===== config.mk =====
export PLATFORM = sky130hd
export DESIGN_NAME = pkt_tx_gen
export DESIGN_NICKNAME = d
export VERILOG_FILES = /design/src/rtl/pkt_tx_gen.sv
export SDC_FILE = /design/constraint.sdc
export NUM_CORES = 1
export LEC_CHECK = 0
export ABC_CLOCK_PERIOD_IN_PS = 17030
export CAP_MARGIN = 20
export CORE_AREA = 4 4 166 168
export DETAILED_ROUTE_END_ITERATION = 16
export DIE_AREA = 0 0 170 172
export GPL_TIMING_DRIVEN = 0
export PLACE_DENSITY = 0.67
export SLEW_MARGIN = 20
export SYNTH_ARGS = -nofsm -noshare
export SYNTH_HDL_FRONTEND = slang
export SYNTH_SLANG_ARGS = --single-unit

===== constraint.sdc =====
create_clock -name clk_156m25 -period 17.03 [get_ports clk_156m25]
set_input_delay 3.406 -clock clk_156m25 [delete_from_list [all_inputs] [get_ports clk_156m25]]
set_output_delay 3.406 -clock clk_156m25 [all_outputs]
set_load 0.01 [all_outputs]

===== src/rtl/pkt_tx_gen.sv =====
// pkt_tx_gen: packet source for the xge_mac pkt_tx interface.
// Produces runs of packets whose byte k in packet p is (p + k) mod 256.
// The packet length, the packet count and the inter-packet gap are
// captured on start. The source stalls while pkt_tx_full is high.
//
// Ports
//   clk_156m25, reset_156m25  core clock, async active-high reset
//   start, stop               run control pulses
//   cfg_len/count/gap         run configuration, latched on start
//   pkt_tx_full               backpressure from the MAC transmit FIFO
//   pkt_tx_*                  registered packet word interface
//   busy, done, tx_pkt_cnt    run status
//
// state | meaning
// IDLE  | no run; also spends one cycle here flagging done after the last eop
// SEND  | a word of the current packet is pending
// GAP   | idle cycles between eop and the next sop
module pkt_tx_gen #(
   parameter int LEN_W = 14,
   parameter int CNT_W = 16
) (
   input  logic             clk_156m25,
   input  logic             reset_156m25,
   input  logic             start,
   input  logic             stop,
   input  logic [LEN_W-1:0] cfg_len,
   input  logic [CNT_W-1:0] cfg_count,
   input  logic [7:0]       cfg_gap,
   input  logic             pkt_tx_full,
   output logic [63:0]      pkt_tx_data,
   output logic             pkt_tx_val,
   output logic             pkt_tx_sop,
   output logic             pkt_tx_eop,
   output logic [2:0]       pkt_tx_mod,
   output logic             busy,
   output logic             done,
   output logic [31:0]      tx_pkt_cnt
);

   localparam int WRD_W = LEN_W - 2;

   typedef enum logic [1:0] {S_IDLE, S_SEND, S_GAP} state_t;

   state_t           r_state, w_state;
   logic [LEN_W-1:0] r_len, w_len;
   logic [WRD_W-1:0] r_words, w_words, r_word, w_word;
   logic [7:0]       r_pidx, w_pidx, r_gap, w_gap, r_gap_cnt, w_gap_cnt;
   logic [CNT_W-1:0] r_left, w_left;
   logic             r_cnt_en, w_cnt_en, r_stop_pend, w_stop_pend, r_ending, w_ending;
   logic [63:0]      r_data, w_data;
   logic             r_val, w_val, r_sop, w_sop, r_eop, w_eop;
   logic [2:0]       r_mod, w_mod;
   logic             r_busy, w_busy, r_done, w_done;
   logic [31:0]      r_pkt_cnt, w_pkt_cnt;
   logic             w_send, w_last;
   logic [LEN_W-1:0] w_len_eff;
   logic [3:0]       w_nbytes;
   logic [7:0]       w_base;

   assign w_len_eff = (cfg_len == '0) ? LEN_W'(1) : cfg_len;

   always_comb begin
      w_state     = r_state;
      w_len       = r_len;
      w_words     = r_words;
      w_word      = r_word;
      w_pidx      = r_pidx;
      w_gap       = r_gap;
      w_gap_cnt   = r_gap_cnt;
      w_left      = r_left;
      w_cnt_en    = r_cnt_en;
      w_stop_pend = r_stop_pend;
      w_ending    = r_ending;
      w_data      = r_data;
      w_val       = 1'b0;
      w_sop       = 1'b0;
      w_eop       = 1'b0;
      w_mod       = 3'd0;
      w_busy      = r_busy;
      w_done      = 1'b0;
      w_pkt_cnt   = r_pkt_cnt;
      w_send      = 1'b0;
      w_last      = 1'b0;
      w_nbytes    = 4'd0;
      w_base      = 8'd0;

      case (r_state)
         S_IDLE: begin
            // r_ending keeps busy high for the done cycle, so start is ignored then
            if (r_ending) begin
               w_ending = 1'b0;
               w_busy   = 1'b0;
               w_done   = 1'b1;
            end else if (start) begin
               w_len       = w_len_eff;
               w_words     = {1'b0, w_len_eff[LEN_W-1:3]} + WRD_W'(|w_len_eff[2:0]);
               w_gap       = cfg_gap;
               w_left      = cfg_count;
               w_cnt_en    = |cfg_count;
               w_pidx      = 8'd0;
               w_word      = '0;
               w_pkt_cnt   = 32'd0;
               w_stop_pend = 1'b0;
               w_busy      = 1'b1;
               w_state     = S_SEND;
               w_send      = 1'b1;
            end
         end
         S_SEND: begin
            w_send = 1'b1;
            if (stop) w_stop_pend = 1'b1;
         end
         S_GAP: begin
            if (stop) begin
               w_state     = S_IDLE;
               w_busy      = 1'b0;
               w_done      = 1'b1;
               w_stop_pend = 1'b0;
            end else if (r_gap_cnt <= 8'd1) begin
               w_state = S_SEND;
            end else begin
               w_gap_cnt = r_gap_cnt - 8'd1;
            end
         end
         default: w_state = S_IDLE;
      endcase

      // word emission uses the freshly latched config on the start cycle
      if (w_send && !pkt_tx_full) begin
         w_last   = (w_word == w_words - WRD_W'(1));
         w_nbytes = (w_last && w_len[2:0] != 3'd0) ? {1'b0, w_len[2:0]} : 4'd8;
         w_base   = w_pidx + 8'({w_word, 3'b000});
         for (int j = 0; j < 8; j++) begin
            w_data[63-8*j -: 8] = (4'(j) < w_nbytes) ? w_base + 8'(j) : 8'h00;
         end
         w_val = 1'b1;
         w_sop = (w_word == '0);
         if (w_last) begin
            w_eop     = 1'b1;
            w_mod     = w_len[2:0];
            w_pkt_cnt = w_pkt_cnt + 32'd1;
            w_pidx    = w_pidx + 8'd1;
            w_word    = '0;
            if (w_cnt_en) w_left = w_left - CNT_W'(1);
            if ((w_cnt_en && w_left == '0) || w_stop_pend) begin
               w_state     = S_IDLE;
               w_ending    = 1'b1;
               w_stop_pend = 1'b0;
            end else if (w_gap != 8'd0) begin
               w_state   = S_GAP;
               w_gap_cnt = w_gap;
            end else begin
               w_state = S_SEND;
            end
         end else begin
            w_word = w_word + WRD_W'(1);
         end
      end
   end

   always_ff @(posedge clk_156m25 or posedge reset_156m25) begin
      if (reset_156m25) begin
         r_state     <= S_IDLE;
         r_len       <= '0;
         r_words     <= '0;
         r_word      <= '0;
         r_pidx      <= 8'd0;
         r_gap       <= 8'd0;
         r_gap_cnt   <= 8'd0;
         r_left      <= '0;
         r_cnt_en    <= 1'b0;
         r_stop_pend <= 1'b0;
         r_ending    <= 1'b0;
         r_data      <= 64'd0;
         r_val       <= 1'b0;
         r_sop       <= 1'b0;
         r_eop       <= 1'b0;
         r_mod       <= 3'd0;
         r_busy      <= 1'b0;
         r_done      <= 1'b0;
         r_pkt_cnt   <= 32'd0;
      end else begin
         r_state     <= w_state;
         r_len       <= w_len;
         r_words     <= w_words;
         r_word      <= w_word;
         r_pidx      <= w_pidx;
         r_gap       <= w_gap;
         r_gap_cnt   <= w_gap_cnt;
         r_left      <= w_left;
         r_cnt_en    <= w_cnt_en;
         r_stop_pend <= w_stop_pend;
         r_ending    <= w_ending;
         r_data      <= w_data;
         r_val       <= w_val;
         r_sop       <= w_sop;
         r_eop       <= w_eop;
         r_mod       <= w_mod;
         r_busy      <= w_busy;
         r_done      <= w_done;
         r_pkt_cnt   <= w_pkt_cnt;
      end
   end

   assign pkt_tx_data = r_data;
   assign pkt_tx_val  = r_val;
   assign pkt_tx_sop  = r_sop;
   assign pkt_tx_eop  = r_eop;
   assign pkt_tx_mod  = r_mod;
   assign busy        = r_busy;
   assign done        = r_done;
   assign tx_pkt_cnt  = r_pkt_cnt;

endmodule


==> impl_metrics.json <==
{
  "cp-end-kind": "register",
  "grt_overflow_total": 0,
  "max_stage_delay_ps": 930,
  "yosys-top-cells-area": "dfrtp_1 43%, xnor2_1 6.3%, nand2_1 6.2%",
  "ys_types": 78,
  "fmax_mhz": 96.4,
  "yosysTopAreaCellShare": 0.426,
  "hold_viol": 0,
  "grt_pass1_vias": 8951,
  "clock_skew_ps": 15.2,
  "grt_max_degree": 103,
  "clock_latency_ps": 450,
  "fin_nets": 1382,
  "syn_area_um2": 10300,
  "async_flop_share": 1.00,
  "setup_tns_ps": 0,
  "hold_slack_ps": 484,
  "antenna_found_initial": 0,
  "grt_pass1_wl_mm": 48.5,
  "synthToLayoutAreaGrowth_pct": 24.9,
  "ys.flop_type": "dfrtp_1",
  "portBuffers": 144,
  "path_cells": "clkdlybuf4s50_1 -> or4b_4 -> buf_6 -> buf_6 -> buf_6 -> buf_2 -> buf_2 -> clkbuf_1 -> buf_1 -> clkbuf_1 -> mux2i_1 -> ha_1 -> nor4bb_1 -> mux2i_1 -> a2111oi_1 -> nand2b_1 -> xnor2_1 -> a41oi_1 -> nor2b_1 -> nand3_1 -> nand2_1 -> o21ai_0",
  "num_vias": 9162,
  "syn_avg_cell_area_um2": 9.00,
  "core_um2": 25900,
  "yosysWarnings": 0,
  "dieArea_um2": 29200,
  "dr.first_iter.drc_count": 797,
  "ant_nets": 0,
  "setup_viol": 0,
  "power_density_nw_per_um2": 104,
  "ios": 147,
  "yosysMostFrequentCell": "dfrtp_1",
  "required_ps": 17340,
  "drt_pass1_iterations": 5,
  "rsz0062_at_grt": "no",
  "cts.htree.levels": 4,
  "crit_family": "buffers and inverters",
  "period_share": 0.609,
  "drt-vias-per-instance": 5.51,
  "status": "complete, no violations",
  "yosysSeqAreaShare": 0.426,
  "synth_commonest_cells": "176 x dfrtp_1, 171 x nand2_1, 107 x nor2_1",
  "cp-start-kind": "input pin",
  "dieWidth_um": 170,
  "start_util": 0.399,
  "cts_tree": "done",
  "slew_headroom": 0.258,
  "grt_use_total": 0.208,
  "clock_path_buffers": 2,
  "drive_above_1_share": 0.0617,
  "critPathBufInv": 9,
  "drt_wl_total_mm": 30.4,
  "crit_slowest_cell": "a2111oi_1",
  "path_common_cell": "buf_6",
  "die_h_um": 172,
  "synthesis.nets": 1215,
  "ir_worst_vdd_uv": 75.0,
  "cp.arrival_ps": 10680,
  "netlist_instances": 1149,
  "clk_pin_slew_worst_paths_ps": 80,
  "p_leak_nw": 5.41,
  "critical_path_class": "input pin to register",
  "cts_resized": 0,
  "clock-sinks": 176,
  "min_period_ps": 10370,
  "drv_slew": 0,
  "dp_hpwl_mm": 22.4,
  "synth_seq_cells": 176,
  "worst_pin_slew_ps": 1110,
  "post_cts_buffers": 0,
  "row_count": 59,
  "avgRoutedWirePerCell_um": 18.3,
  "cts-root-buf": "clkbuf_16",
  "drc": 0,
  "numCtsBuffers": 17,
  "synth_edf_count": 0,
  "cts_hold_buf": 0,
  "yosys.area.top_type": "dfrtp_1",
  "gp_congestion": 0.907,
  "diodes": 0,
  "maxCapViolCount": 0,
  "hp-class": "register to register",
  "crit_fanout": 10
}
[state kept, by name (all words and copies together) (netlist names)]
signal and cells:
pkt_tx_data 64, pkt_tx_eop 1, pkt_tx_sop 1, pkt_tx_mod 3, r_gap 8, r_word 12
r_pidx 8, r_stop_pend 1, r_gap_cnt 8, r_ending 1, r_left 16, busy 1
pkt_tx_val 1, r_state 2, r_len 3, tx_pkt_cnt 32, r_words 12, r_cnt_en 1
done 1
[stage by stage]
stage                     std cells  total power, mW  area (um^2)  setup WS [ps]  utilization
after detailed placement       1632            0.946        12300           6240        0.475
final                          1664             1.34        12900           6660        0.499
after global placement         1628            0.928        12200           6250        0.471
after global routing           1664             1.41        12900           6130        0.499
after CTS                      1664             1.35        12900           6690        0.499
after floorplan                1149            0.752        10300           8830            -
[layer usage]
layer	wire (um)	GRT usage	vias up
met5	0	0	-
met4	596	0.0573	0
met3	1890	0.0416	43
met2	14500	0.339	279
met1	13500	0.286	4491
li1	-	-	4349
[layout by cell type, fill, tap and decap left out, types with 20 or more instances in the layout]
cell / netlist / layout
or3_1: 20 / 20
mux2i_1: 33 / 33
xnor2_1: 75 / 73
clkdlybuf4s50_1: 0 / 144
o31ai_1: 46 / 46
xor2_1: 51 / 51
o21ai_0: 53 / 53
nand2_1: 171 / 171
nor2_1: 107 / 107
nor4_1: 22 / 22
a21oi_1: 38 / 38
nor3_1: 30 / 29
inv_1: 31 / 30
clkbuf_1: 35 / 35
ha_1: 22 / 22
nand3_1: 51 / 51
dfrtp_1: 176 / 176
[area by class of cell]
| type | count | area, um^2 |
|---|---|---|
| multi-input combinational | 882 | 5560 |
| clock inverter | 15 | 188 |
| buffer | 58 | 280 |
| timing repair buffer | 148 | 1520 |
| clock buffer | 17 | 425 |
| fill | 2439 | 13000 |
| tap | 335 | 419 |
| sequential | 176 | 4400 |
| inverter | 33 | 131 |
[report_power, final]
part / internal (mW) / switching, mW / total, mW
registers: 0.482 / 0.0511 / 0.533
clock network: 0.200 / 0.204 / 0.404
logic: 0.195 / 0.209 / 0.403
total: 0.877 / 0.464 / 1.34
[cells by family after synthesis]
logic type | Yosys count | share of synthesized area
flip-flops | 176 | 0.426
XOR/XNOR | 127 | 0.108
AND/OR/NAND/NOR | 506 | 0.242
AO/OA/AOI/OAI | 188 | 0.119
adder cells (fa/ha/maj) | 23 | 0.0285
multiplexers | 38 | 0.0374
buffers and inverters | 91 | 0.0391
[worst min-delay path: stages, from the launching register on]
cell     delay, ps
dfrtp_1        350
nand2_1         50
nand2_1         50
[path summary, 6_finish.rpt]
| check | start | to | slack, ps | depth (start not counted) |
|---|---|---|---|---|
| setup / recovery | start | r_gap_cnt[4] | 6660 | 22 |
| hold / removal | pkt_tx_data[56] | pkt_tx_data[56] | 480 | 2 |
| setup reg to reg | r_state[0] | r_gap_cnt[4] | 9660 | 22 |
| hold reg to reg | pkt_tx_data[56] | pkt_tx_data[56] | 480 | 2 |
| max in group asynchronous | reset_156m25 | r_words[4] | 12740 | 4 |
| min in group asynchronous | reset_156m25 | tx_pkt_cnt[28] | 3500 | 3 |
No activity file was read; power rests on OpenSTA's default activity.
